**src/rtl/alu_op_sequencer.sv**
```systemverilog
// Initiator front-end for a combinational ALU: screens requests, holds operands
// for a programmable settle time and returns results in order through a FIFO.
module alu_op_sequencer #(
  parameter int WIDTH       = 32,
  parameter int ALU_LATENCY = 1,
  parameter int FIFO_DEPTH  = 4,
  parameter int TAG_W       = 4
) (
  input  logic               clk,
  input  logic               rst_n,
  input  logic               req_valid,
  output logic               req_ready,
  input  logic [WIDTH-1:0]   req_a,
  input  logic [WIDTH-1:0]   req_b,
  input  logic [3:0]         req_op,
  input  logic [TAG_W-1:0]   req_tag,
  output logic [WIDTH-1:0]   alu_a,
  output logic [WIDTH-1:0]   alu_b,
  output logic [3:0]         alu_opcode,
  input  logic [2*WIDTH-1:0] alu_out,
  input  logic               alu_carry,
  output logic               rsp_valid,
  input  logic               rsp_ready,
  output logic [2*WIDTH-1:0] rsp_result,
  output logic               rsp_carry,
  output logic [TAG_W-1:0]   rsp_tag,
  output logic               rsp_err,
  output logic               busy
);

  localparam int CNT_W  = (ALU_LATENCY > 1) ? $clog2(ALU_LATENCY) : 1;
  localparam int PTR_W  = (FIFO_DEPTH > 1) ? $clog2(FIFO_DEPTH) : 1;
  localparam int FCNT_W = PTR_W + 1;

  typedef enum logic [1:0] {
    IDLE,
    EXEC,
    ERROR
  } state_t;

  state_t state, state_nxt;

  logic [CNT_W-1:0]   lat_cnt;
  logic [TAG_W-1:0]   tag_q;
  logic               accept;
  logic               illegal;
  logic               load_alu;
  logic               load_tag;
  logic               push;
  logic               pop;
  logic [2*WIDTH-1:0] push_result;
  logic               push_carry;
  logic               push_err;

  logic [2*WIDTH-1:0] mem_result [FIFO_DEPTH];
  logic               mem_carry  [FIFO_DEPTH];
  logic [TAG_W-1:0]   mem_tag    [FIFO_DEPTH];
  logic               mem_err    [FIFO_DEPTH];
  logic [PTR_W-1:0]   wr_ptr;
  logic [PTR_W-1:0]   rd_ptr;
  logic [FCNT_W-1:0]  count;
  logic               fifo_full;
  logic               fifo_empty;

  assign fifo_full  = (count == FCNT_W'(FIFO_DEPTH));
  assign fifo_empty = (count == '0);

  // rst_n gates ready so nothing is offered while the block is held in reset.
  assign req_ready = rst_n && (state == IDLE) && !fifo_full;
  assign accept    = req_valid && req_ready;
  assign illegal   = (req_op > 4'd3) || ((req_op == 4'd3) && (req_b == '0));

  always_ff @(posedge clk or negedge rst_n) begin
    if (!rst_n) begin
      state <= IDLE;
    end else begin
      state <= state_nxt;
    end
  end

  always_comb begin
    state_nxt   = state;
    load_alu    = 1'b0;
    load_tag    = 1'b0;
    push        = 1'b0;
    push_result = '0;
    push_carry  = 1'b0;
    push_err    = 1'b0;
    case (state)
      IDLE: begin
        if (accept) begin
          load_tag = 1'b1;
          if (illegal) begin
            state_nxt = ERROR;
          end else begin
            load_alu  = 1'b1;
            state_nxt = EXEC;
          end
        end
      end
      EXEC: begin
        if (lat_cnt == '0) begin
          push        = 1'b1;
          push_result = alu_out;
          push_carry  = alu_carry;
          state_nxt   = IDLE;
        end
      end
      ERROR: begin
        push      = 1'b1;
        push_err  = 1'b1;
        state_nxt = IDLE;
      end
      default: state_nxt = IDLE;
    endcase
  end

  always_ff @(posedge clk or negedge rst_n) begin
    if (!rst_n) begin
      alu_a      <= '0;
      alu_b      <= '0;
      alu_opcode <= '0;
      lat_cnt    <= '0;
      tag_q      <= '0;
    end else begin
      if (load_alu) begin
        alu_a      <= req_a;
        alu_b      <= req_b;
        alu_opcode <= req_op;
        lat_cnt    <= CNT_W'(ALU_LATENCY - 1);
      end else if ((state == EXEC) && (lat_cnt != '0)) begin
        lat_cnt <= lat_cnt - 1'b1;
      end
      if (load_tag) begin
        tag_q <= req_tag;
      end
    end
  end

  // Storage needs no reset: the head is masked to zero whenever count is 0.
  always_ff @(posedge clk) begin
    if (push) begin
      mem_result[wr_ptr] <= push_result;
      mem_carry[wr_ptr]  <= push_carry;
      mem_tag[wr_ptr]    <= tag_q;
      mem_err[wr_ptr]    <= push_err;
    end
  end

  assign pop = !fifo_empty && rsp_ready;

  always_ff @(posedge clk or negedge rst_n) begin
    if (!rst_n) begin
      wr_ptr <= '0;
      rd_ptr <= '0;
      count  <= '0;
    end else begin
      if (push) begin
        wr_ptr <= wr_ptr + 1'b1;
      end
      if (pop) begin
        rd_ptr <= rd_ptr + 1'b1;
      end
      case ({push, pop})
        2'b10:   count <= count + 1'b1;
        2'b01:   count <= count - 1'b1;
        default: count <= count;
      endcase
    end
  end

  assign rsp_valid  = !fifo_empty;
  assign rsp_result = rsp_valid ? mem_result[rd_ptr] : '0;
  assign rsp_carry  = rsp_valid ? mem_carry[rd_ptr]  : 1'b0;
  assign rsp_tag    = rsp_valid ? mem_tag[rd_ptr]    : '0;
  assign rsp_err    = rsp_valid ? mem_err[rd_ptr]    : 1'b0;
  assign busy       = (state != IDLE) || !fifo_empty;

endmodule

```
**config.mk**
```make
export PLATFORM = sky130hd
export DESIGN_NAME = alu_op_sequencer
export DESIGN_NICKNAME = d
export VERILOG_FILES = /design/src/rtl/alu_op_sequencer.sv
export SDC_FILE = /design/constraint.sdc
export NUM_CORES = 1
export LEC_CHECK = 0
export CAP_MARGIN = 20
export CORE_MARGIN = 2
export CORE_UTILIZATION = 40
export DETAILED_ROUTE_END_ITERATION = 8
export GPL_TIMING_DRIVEN = 0
export SKIP_LAST_GASP = 1
export SLEW_MARGIN = 20
export SYNTH_ARGS = -nofsm -noshare
export SYNTH_HDL_FRONTEND = slang
export SYNTH_SLANG_ARGS = --single-unit
export TNS_END_PERCENT = 20
```
**constraint.sdc**
```tcl
create_clock -name clk -period 4.05 [get_ports clk]
set_input_delay 0.81 -clock clk [delete_from_list [all_inputs] [get_ports clk]]
set_output_delay 0.81 -clock clk [all_outputs]
set_load 0.005 [all_outputs]
```
==> run metrics <==
run status complete, no violations; nets 1218; Power Density 687 nW/um^2; Crit. End Element output pin; RSZ-0062 raised after global routing no; HPWL after detailed placement approximately 21 mm; Top cell by count, worst path clkbuf_1; Via density ~4.9; reg2reg setup slack roughly 1.4 ns; worst vdd ir approximately 0.31 mV; crit path DAT 3.01 ns; Tot GR Track Use 0.171; max frequency 262 MHz; count of final hold-check violations 0; Final Max Slew Viols 0; Post-Syn Area ~15000 um^2; drt first-iter violations approximately 330; Worst-Skew Late Latency 0.53 ns; Max FO, Critical Path 10; drt drc 0; CTS tree built; clock sink total roughly 360; Avg WL per Cell around 21 um; maxcap violations 0; maximum root-to-sink buffer count 3; worst setup path class reg -> out; ANT nets after route 0; Post-CTS Setup Bufs 0; post-synthesis sequential area ratio 0.716; syn nets around 900; Yosys cell types 38; starting density of the core 0.403; Pre-antenna DRT Iters 5; post-place setup slack between 0.5 and 0.6 ns; worst-margin pin slew ~0.8 ns; core area approximately 36000 um^2; largest net degree at the start of global routing between 50 and 60; DR vias approximately 7700; Syn Area/Cell 19.7 um^2; first-pass GRT wire length slightly below 50 mm; Worst slew margin 0.453; Clock Root Buffer clkbuf_16; Min-Delay Path Class in -> async; setup ws final between 0.2 and 0.25 ns; P_leak between 6 and 7 nW; CP Data Required Time about 3.2 ns; Mapped Cells approximately 740; Setup crit start kind register; area growth from synthesis to layout 32.0%; buffers added on ports ~280; share of layout cells above drive strength 1 0.193; I/O pin cnt 282; die area around 38000 um^2; setup violators final 0; GP Congestion about 0.71; TritonCTS Buffers 39; row count 70; Slowest-stage cell, CP clkbuf_1; aggregate routed wire length ~33 mm; crit-path max cell delay 0.61 ns; yosys warns 0; fin crit share 0.943; remaining global-route overflow 0; post-layout total power around 13 mW; initial antenna violation count 3; CTS HTree Levels 2; Reg clk slew, reported paths around 0.06 ns; die height about 200 um; vias in the first global route about 8200; Synth Register Bits 362; minimum clock period 3.82 ns; post-CTS sizing 0; worst-path cell chain clkbuf_1, clkbuf_1, mux4_2, and2_1, clkdlybuf4s50_1; die width around 200 um; Final Skew approximately 0.019 ns
-- cells in the mapped netlist (all sizes together) --
master | n | share of area
a211o | 1 | 0.00060
buf | 15 | 0.0086
o21ai | 3 | 0.0010
fa | 1 | 0.0014
nand4 | 1 | 0.00043
inv | 9 | 0.0023
and3 | 1 | 0.00043
o211ai | 1 | 0.00051
edfxtp | 280 | 0.58
nor3b | 1 | 0.00051
clkbuf | 24 | 0.0062
nor2b | 3 | 0.0013
mux4 | 70 | 0.11
nand3b | 1 | 0.00051
nor4 | 7 | 0.0040
dfrtp | 82 | 0.14
mux2 | 70 | 0.069
nor4bb | 1 | 0.00068
ha | 8 | 0.0068
nor2 | 3 | 0.00094
and2 | 140 | 0.060
nand4b | 1 | 0.00060
nand2 | 5 | 0.0013
a21boi | 1 | 0.00051
a2111oi | 1 | 0.0019
or4 | 1 | 0.00077
xor2 | 3 | 0.0018
o21a | 1 | 0.00051
a21oi | 1 | 0.00034
o2bb2ai | 1 | 0.00060
a31oi | 1 | 0.00043
xnor2 | 3 | 0.0018
or3 | 1 | 0.00051
-- routing by layer --
layer / track usage / vias to the layer above / part of all wire
met1: 0.225 / 3842 / 0.42
met4: 0.0413 / 2 / 0.016
li1: - / 3498 / -
met3: 0.0560 / 46 / 0.092
met5: 0 / - / 0.00037
met2: 0.275 / 306 / 0.47
-- kinds of logic (layout without fill, tap and decap cells) --
logic type                 Yosys count  after routing  synth area share
and+or+nand+nor                    166            166            0.0719
muxes                              140            140             0.177
other                                0              2                 0
adders and majority gates            9              9           0.00822
DFF                                362            362             0.716
buffers and inverters               48            400            0.0170
AOI/OAI and AO/OA                   11             11           0.00642
xor gates and xnor gates             6              6           0.00360
-- worst paths after layout --
| kind | start | end | depth (start not counted) |
|---|---|---|---|
| setup / recovery | rd_ptr[1] | rsp_tag[1] | 5 |
| hold / removal | rst_n | alu_opcode[0] | 1 |
| setup reg to reg | state[1] | alu_a[4] | 8 |
| hold reg to reg | alu_b[30] | alu_b[30] | 1 |
| max in group asynchronous | rst_n | lat_cnt | 2 |
| min in group clk | alu_b[30] | alu_b[30] | 1 |
-- sequential cells by signal, indices dropped and copies added (netlist names) --
signal	count
alu_a	32
alu_b	32
alu_opcode	4
count	3
lat_cnt	1
mem_carry	4
mem_err	4
mem_result	256
mem_tag	16
rd_ptr	2
state	2
tag_q	4
wr_ptr	2
-- layout by cell type, fill, tap and decap left out, types with 2 or more instances in the layout --
master and n:
mux2_1 6, xnor2_1 3, inv_1 9, buf_16 4
xor2_1 3, buf_2 7, mux4_2 70, clkbuf_1 40
buf_6 9, and2_1 136, ha_1 8, o21ai_0 3
clkinv_1 3, nand2_1 5, edfxtp_1 280, and2_4 4
clkbuf_16 39, clkinv_2 3, nor2b_1 3, dfrtp_1 82
nor4_1 6, nor2_1 2, clkdlybuf4s50_1 280, diode_2 2
mux2_4 60, mux2_2 4, inv_6 3
-- stage by stage --
step | std cells | utilization | instance area (um^2) | TNS [ns] | hold WS [ns]
floorplan | 742 | - | 14600 | 0 | 0.471
global placement | 1491 | 0.497 | 18000 | -482.03 | 0.467
detailed placement | 1496 | 0.501 | 18200 | 0 | 0.479
CTS | 1563 | 0.532 | 19300 | 0 | 0.182
global route | 1563 | 0.532 | 19300 | 0 | 0.192
finish | 1564 | 0.532 | 19300 | 0 | 0.180
-- critical path, delay by kind of cell, from the launching register on --
kind | cells | cell delay, ns
flops | 1 | 0.33
simple gates | 1 | 0.17
buf+inv | 3 | 1.59
mux | 1 | 0.40
-- final cells by class --
class	count	area, um^2
fillers	2997	17000
flip-flops and latches	362	10500
multi-input cells	332	3920
repair buffers	286	2940
clock buffers	56	1040
well taps	468	586
plain buffers	38	211
clock inverters	11	90.1
inverters	9	33.8
diodes	2	5.00
-- power by group --
group | leakage [nW] | switching (mW) | internal [mW]
Clock | 0.545 | 1.38 | 1.85
Sequential | 3.58 | 0.340 | 4.80
Combinational | 2.71 | 1.84 | 3.04
-- timing repair --
item | 4_1_cts | 5_1_grt
hold buffers | 0 | 0
setup endpoints to repair | 0 | 47
endpoints found under the hold margin | 0 | 0
Note: power is estimated with default switching activity, not from simulation.
